### src/rtl/out_port_bank_if.sv
// Bus-side and device-side signals of the buffered multi-channel output port.
// The master modport is the CPU/device side; the slave modport is the port bank itself.
interface out_port_bank_if #(
  parameter int DATA_WIDTH = 32,
  parameter int NUM_CH     = 4,
  parameter int FIFO_DEPTH = 8
);
  localparam int CH_W  = (NUM_CH > 1) ? $clog2(NUM_CH) : 1;
  localparam int LVL_W = $clog2(FIFO_DEPTH + 1);

  logic [DATA_WIDTH-1:0]        bus_in;
  logic [CH_W-1:0]              ch_sel;
  logic                         out_en;
  logic                         stall;
  logic [NUM_CH*DATA_WIDTH-1:0] ch_data;
  logic [NUM_CH-1:0]            ch_valid;
  logic [NUM_CH-1:0]            ch_ready;
  logic [LVL_W-1:0]             fifo_level;
  logic                         err_ovf;
  logic                         err_ch;
  logic                         err_clr;

  modport master (
    output bus_in, ch_sel, out_en, ch_ready, err_clr,
    input  stall, ch_data, ch_valid, fifo_level, err_ovf, err_ch
  );

  modport slave (
    input  bus_in, ch_sel, out_en, ch_ready, err_clr,
    output stall, ch_data, ch_valid, fifo_level, err_ovf, err_ch
  );
endinterface

### src/rtl/out_port_bank.sv
// Multi-channel buffered output port: out instructions push {channel, word} into a shared FIFO
// that drains in strict order into per-channel holding registers with valid/ready handshakes.
module out_port_bank #(
  parameter int DATA_WIDTH = 32,
  parameter int NUM_CH     = 4,
  parameter int FIFO_DEPTH = 8
) (
  input  logic           clk,
  input  logic           rst,
  out_port_bank_if.slave bank
);
  localparam int CH_W  = (NUM_CH > 1) ? $clog2(NUM_CH) : 1;
  localparam int PTR_W = $clog2(FIFO_DEPTH);
  localparam int LVL_W = $clog2(FIFO_DEPTH + 1);
  localparam logic [CH_W:0]      CH_LIMIT = (CH_W + 1)'(NUM_CH);
  localparam logic [LVL_W-1:0]   LVL_FULL = LVL_W'(FIFO_DEPTH);

  // Channel numbers are CH_W bits wide but may exceed NUM_CH-1 when NUM_CH is not a power of two.
  function automatic logic ch_in_range(input logic [CH_W-1:0] ch);
    return ({1'b0, ch} < CH_LIMIT);
  endfunction

  logic [DATA_WIDTH-1:0]        r_mem_data [FIFO_DEPTH];
  logic [CH_W-1:0]              r_mem_ch   [FIFO_DEPTH];
  logic [PTR_W-1:0]             r_wr_ptr;
  logic [PTR_W-1:0]             r_rd_ptr;
  logic [LVL_W-1:0]             r_level;
  logic [NUM_CH*DATA_WIDTH-1:0] r_ch_data;
  logic [NUM_CH-1:0]            r_ch_valid;
  logic                         r_err_ovf;
  logic                         r_err_ch;

  logic                         w_full;
  logic                         w_empty;
  logic                         w_ch_ok;
  logic                         w_push;
  logic                         w_pop;
  logic                         w_head_busy;
  logic [CH_W-1:0]              w_head_ch;
  logic [DATA_WIDTH-1:0]        w_head_data;
  logic [NUM_CH-1:0]            w_pop_sel;

  assign w_full      = (r_level == LVL_FULL);
  assign w_empty     = (r_level == '0);
  assign w_ch_ok     = ch_in_range(bank.ch_sel);
  // Full blocks the push even when a pop frees an entry on the same edge.
  assign w_push      = bank.out_en & ~w_full & w_ch_ok;
  assign w_head_ch   = r_mem_ch[r_rd_ptr];
  assign w_head_data = r_mem_data[r_rd_ptr];
  assign w_pop       = ~w_empty & ~w_head_busy;

  // Head is blocked only by its own channel holding an unaccepted word (head-of-line by design).
  always_comb begin
    w_head_busy = 1'b0;
    w_pop_sel   = '0;
    for (int c = 0; c < NUM_CH; c++) begin
      if (w_head_ch == CH_W'(c)) begin
        w_head_busy  = r_ch_valid[c] & ~bank.ch_ready[c];
        w_pop_sel[c] = w_pop;
      end
    end
  end

  // ---- FIFO storage (contents need no reset; level and pointers define validity) ----
  always_ff @(posedge clk) begin
    if (w_push) begin
      r_mem_data[r_wr_ptr] <= bank.bus_in;
      r_mem_ch[r_wr_ptr]   <= bank.ch_sel;
    end
  end

  always_ff @(posedge clk) begin
    if (rst) begin
      r_wr_ptr <= '0;
      r_rd_ptr <= '0;
      r_level  <= '0;
    end else begin
      if (w_push) r_wr_ptr <= r_wr_ptr + PTR_W'(1);
      if (w_pop)  r_rd_ptr <= r_rd_ptr + PTR_W'(1);
      case ({w_push, w_pop})
        2'b10:   r_level <= r_level + LVL_W'(1);
        2'b01:   r_level <= r_level - LVL_W'(1);
        default: r_level <= r_level;
      endcase
    end
  end

  // ---- Channel holding registers ----
  // A pop into a channel that is handing off on the same edge replaces the word without a bubble.
  always_ff @(posedge clk) begin
    if (rst) begin
      r_ch_data  <= '0;
      r_ch_valid <= '0;
    end else begin
      for (int c = 0; c < NUM_CH; c++) begin
        if (w_pop_sel[c]) begin
          r_ch_data[c*DATA_WIDTH +: DATA_WIDTH] <= w_head_data;
          r_ch_valid[c]                         <= 1'b1;
        end else if (r_ch_valid[c] & bank.ch_ready[c]) begin
          r_ch_valid[c] <= 1'b0;
        end
      end
    end
  end

  // ---- Sticky error flags: a new event wins over a same-edge clear ----
  always_ff @(posedge clk) begin
    if (rst) begin
      r_err_ovf <= 1'b0;
      r_err_ch  <= 1'b0;
    end else begin
      if (bank.out_en & w_full)        r_err_ovf <= 1'b1;
      else if (bank.err_clr)           r_err_ovf <= 1'b0;
      if (bank.out_en & ~w_ch_ok)      r_err_ch  <= 1'b1;
      else if (bank.err_clr)           r_err_ch  <= 1'b0;
    end
  end

  assign bank.stall      = w_full;
  assign bank.ch_data    = r_ch_data;
  assign bank.ch_valid   = r_ch_valid;
  assign bank.fifo_level = r_level;
  assign bank.err_ovf    = r_err_ovf;
  assign bank.err_ch     = r_err_ch;
endmodule
### src/flat_wrapper.sv
// flat-port wrapper written by rule: the top's interface ports become plain ports
module out_port_bank_flat 
#(
  parameter int DATA_WIDTH = 32,
  parameter int NUM_CH     = 4,
  parameter int FIFO_DEPTH = 8
)
  (clk, rst, bank_bus_in, bank_ch_sel, bank_out_en, bank_ch_ready, bank_err_clr, bank_stall, bank_ch_data, bank_ch_valid, bank_fifo_level, bank_err_ovf, bank_err_ch);
  out_port_bank_if #(.DATA_WIDTH(DATA_WIDTH), .NUM_CH(NUM_CH), .FIFO_DEPTH(FIFO_DEPTH)) bank_i ();
  input  logic clk;
  input  logic rst;
  input wire logic [$bits(bank_i.bus_in)-1:0] bank_bus_in;
  input wire logic [$bits(bank_i.ch_sel)-1:0] bank_ch_sel;
  input wire logic [$bits(bank_i.out_en)-1:0] bank_out_en;
  input wire logic [$bits(bank_i.ch_ready)-1:0] bank_ch_ready;
  input wire logic [$bits(bank_i.err_clr)-1:0] bank_err_clr;
  output wire logic [$bits(bank_i.stall)-1:0] bank_stall;
  output wire logic [$bits(bank_i.ch_data)-1:0] bank_ch_data;
  output wire logic [$bits(bank_i.ch_valid)-1:0] bank_ch_valid;
  output wire logic [$bits(bank_i.fifo_level)-1:0] bank_fifo_level;
  output wire logic [$bits(bank_i.err_ovf)-1:0] bank_err_ovf;
  output wire logic [$bits(bank_i.err_ch)-1:0] bank_err_ch;
  assign bank_i.bus_in = bank_bus_in;
  assign bank_i.ch_sel = bank_ch_sel;
  assign bank_i.out_en = bank_out_en;
  assign bank_i.ch_ready = bank_ch_ready;
  assign bank_i.err_clr = bank_err_clr;
  assign bank_stall = bank_i.stall;
  assign bank_ch_data = bank_i.ch_data;
  assign bank_ch_valid = bank_i.ch_valid;
  assign bank_fifo_level = bank_i.fifo_level;
  assign bank_err_ovf = bank_i.err_ovf;
  assign bank_err_ch = bank_i.err_ch;
  out_port_bank #(.DATA_WIDTH(DATA_WIDTH), .NUM_CH(NUM_CH), .FIFO_DEPTH(FIFO_DEPTH)) u_core (.clk(clk), .rst(rst), .bank(bank_i));
endmodule
### config.mk
export PLATFORM = sky130hd
export DESIGN_NAME = out_port_bank_flat
export DESIGN_NICKNAME = d
export VERILOG_FILES = /design/src/rtl/out_port_bank_if.sv /design/src/rtl/out_port_bank.sv /design/src/flat_wrapper.sv
export SDC_FILE = /design/constraint.sdc
export NUM_CORES = 1
export LEC_CHECK = 0
export CORE_UTILIZATION = 45
export CTS_BUF_LIST = sky130_fd_sc_hd__clkbuf_16
export CTS_CLUSTER_SIZE = 14
export DETAILED_ROUTE_END_ITERATION = 10
export PLACE_DENSITY = 0.66
export SLEW_MARGIN = 10
export SYNTH_ARGS = -nofsm -noshare
export SYNTH_HDL_FRONTEND = slang
export SYNTH_SLANG_ARGS = --single-unit
### constraint.sdc
create_clock -name clk -period 6 [get_ports clk]
set_input_delay 1.2 -clock clk [delete_from_list [all_inputs] [get_ports clk]]
set_output_delay 1.2 -clock clk [all_outputs]
set_load 0.02 [all_outputs]
==> impl_results.md <==
- Outcome: complete, no violations
- Drt pass-1 iters: 5
- Max Slew Vio Count: 0
- Power per cell area: 452 nW/µm²
- Hold Path Sink: u_core.bank.ch_data[74]$_SDFFE_PP0P_
- Clk slew on worst S/H paths: 0.06 ns
- Synth top area cells: edfxtp_1, dfxtp_1, mux4_2
- CP Class: reg -> reg
- Number of buffers created by CTS: 43
- Vias: 9009
- Footprint of the multi-input gates: 4600 µm²
- Critical Path Source Type: flop
- EDFF count, synth: 272
- Die Ht: 190 µm
- P&R area growth vs syn: 22.4%
- Worst Hold Class: reg -> reg
- WHS Path Cells: 2
- Worst Hold Launch: u_core.bank.ch_data[74]$_SDFFE_PP0P_
- Count of different cell masters after synthesis: 33
- Hold buffers post-CTS: 0
- Synthesized area per cell: 14.5 µm²
- Yosys warns: 0
- Clk Latency, worst-skew pair: 0.53 ns
- Antenna violation net count after detailed routing: 0
- Pwr Total: 8.82 mW
- RSZ-0062 raised after global routing: false
- DR WL/cell: 19.2 µm
- Port bufs: 179
- Area leader, netlist: edfxtp_1
- CP Cell Sequence: mux4_2, mux2i_1, nor2_1, a22oi_2, inv_1, ha_1, xor2_1, ha_1, a21oi_1, xor2_1, or3_1, a21oi_1
- Crit-path max FO: 25
- Synthesized area: 15900 µm²
- Via/cell ratio: 5.13
- CTS tree: yes
- Max Clk Rate: 275 MHz
- Synth Instances: 1095
- Arrival @ worst endpoint: 4.09 ns
- Post-DP HPWL: 20300 µm
- R2R depth: 12
- Synth async-reset ratio: 0%
- Cell family with the largest share of critical-path delay: multiplexers
- Worst Setup End Kind: flop
- Initial Util: 45.9%
- Chip width: 190 µm
- Reg2reg end: u_core.bank.fifo_level[2]$_SDFFE_PP0P_
- Gp weighted congestion: 0.751
- Crit path largest cell delay: 0.66 ns
- Post-layout util: 56.2%
- Max stage delay cell, worst path: dfxtp_4
- Nets: 1313
- IR drop worst, VDD: 0.000271 V
- CP bufs+invs: 1
- Ys flop type: edfxtp_1
- Largest net degree at the start of global routing: 108
- Share of layout cells above drive strength 1: 12.5%
- IO Pins: 181
- Worst-Margin Slew: 1.18 ns
- Top-area cell type share of the netlist area: 51.3%
- Number of global-route vias before repair: 8703
- Die area: 36100 µm²
- Seq cells post-synth: 418
- Filler cells: 2763
- Slew headroom: 20.4%
- Clock Skew: 0.0140 ns
- Max_cap viols: 0
- Number of remaining DRC errors: 0
- CTS max path bufs: 3
- Register area: 11100 µm²
- Postcts setup bufs: 0
- Core ar.: 34700 µm²
- CTS H-tree depth: 2
- Clock sink count: 418
- GRT Residual Overflow: 0
- Antenna violations before repair: 2
- Period utilization: 60.5%
- Final WL: 33700 µm
- Setup TNS: 0 ns
- Sequential area share after synthesis: 69.6%
- R2R setup slack: 2.37 ns
- Leakage: 6.21 nW
- Syn_nets: 1142
- Post-CTS Resized: 0
- Clock root buffer: clkbuf_16
- Fin. Hold Viols: 0
- Row count: 68
- GR Util All Layers: 18.6%
- First-pass GRT wire length: 51200 µm
- Final setup viols: 0
- Data required time of the worst path: 6.46 ns
- Initial DRC Count: 616
- Final Critical Period: 3.63 ns
## worst max-delay path by stage
| stage | startpoint | to | slack, ns | cells after the start |
|---|---|---|---|---|
| final | flop | u_core.bank.fifo_level[2]$_SDFFE_PP0P_ | 2.37 | 12 |
| after global routing | flop | u_core.bank.fifo_level[2]$_SDFFE_PP0P_ | 2.10 | 12 |
| after CTS | flop | u_core.bank.fifo_level[2]$_SDFFE_PP0P_ | 2.32 | 12 |
| after detailed placement | bank_ch_ready[3] | u_core.bank.fifo_level[2]$_SDFFE_PP0P_ | 2.14 | 12 |
| after global placement | bank_ch_ready[3] | u_core.bank.fifo_level[2]$_SDFFE_PP0P_ | 2.19 | 12 |
| after floorplan | bank_out_en | u_core.r_mem_ch[0][0]$_DFFE_PP_ | 0.58 | 3 |
## layout by cell type (no fill, tap or decap), types with 11 or more instances in the layout
cell / instances
buf_4: 14
clkbuf_16: 45
clkdlybuf4s50_1: 178
dfxtp_1: 143
edfxtp_1: 272
inv_1: 11
mux2i_1: 40
mux4_2: 67
nand2_1: 136
nand2b_1: 136
nor2_1: 45
o21ai_0: 130
## flip-flops by register name, summed over array words and instances, names as in the netlist, named ones only
name                    count
u_core.bank.ch_data       128
u_core.bank.ch_valid        4
u_core.bank.fifo_level      4
u_core.r_wr_ptr             3
u_core.r_mem_data         256
u_core.r_mem_ch            16
u_core.bank.err_ovf         1
u_core.r_rd_ptr             3
## power by group
group,total [mW],switching [mW],internal (mW)
Combinational,2.64,1.51,1.13
Clock,2.50,1.06,1.44
Sequential,3.68,0.220,3.46
## worst reg2reg max path, delay by kind of cell (launching register included)
kind / cells / cell delay, ns
AOI/OAI and AO/OA: 3 / 0.62
xor gates and xnor gates: 2 / 0.26
adders and majority gates: 2 / 0.45
buffers and inverters: 1 / 0.11
DFF: 1 / 0.66
muxes: 2 / 1.01
and+or+nand+nor: 2 / 0.45
## synthesized netlist by cell type (8+ instances only)
cell	count
mux2i_1	40
dfxtp_1	146
nand2b_1	136
buf_2	14
clkbuf_1	42
mux4_2	67
a21oi_1	9
edfxtp_1	272
nor2_1	48
buf_1	8
o21ai_0	130
nand2_1	136
## final cells by class
class | instances | share of cell area (%)
clock inverter | 33 | 1.05
inverter | 2 | 0.0385
clock buffer | 45 | 5.78
tap | 455 | 2.92
timing repair buffer | 192 | 9.68
antenna | 1 | 0.0128
sequential | 418 | 56.9
multi-input combinational | 609 | 23.6
## through the flow
step	worst slack, ns	instances	cell area (µm²)	hold slack, ns
after floorplan	0.582	1095	15900	0.472
after global placement	2.19	1676	18200	0.458
after detailed placement	2.14	1676	18200	0.460
after CTS	2.32	1754	19500	0.471
after global routing	2.10	1754	19500	0.484
final	2.37	1755	19500	0.470
## routing by layer
metal,GRT usage (%),vias to the layer above,wire length [µm]
met5,0,-,17
met4,5.12,2,470
met3,3.25,42,2070
met2,28.1,256,15100
met1,27.8,4398,16000
li1,-,4311,-
## cells by family (layout without fill, tap and decap cells)
logic type	count (synthesis)	after routing	share of synthesized area, %
and+or+nand+nor	343	343	11.0
buffers and inverters	68	272	1.76
adders and majority gates	5	5	0.393
DFF	418	418	69.6
other	1	2	0.0235
muxes	112	112	12.3
xor gates and xnor gates	5	5	0.275
AOI/OAI and AO/OA	143	143	4.57
No activity file was read; power rests on OpenSTA's default activity.
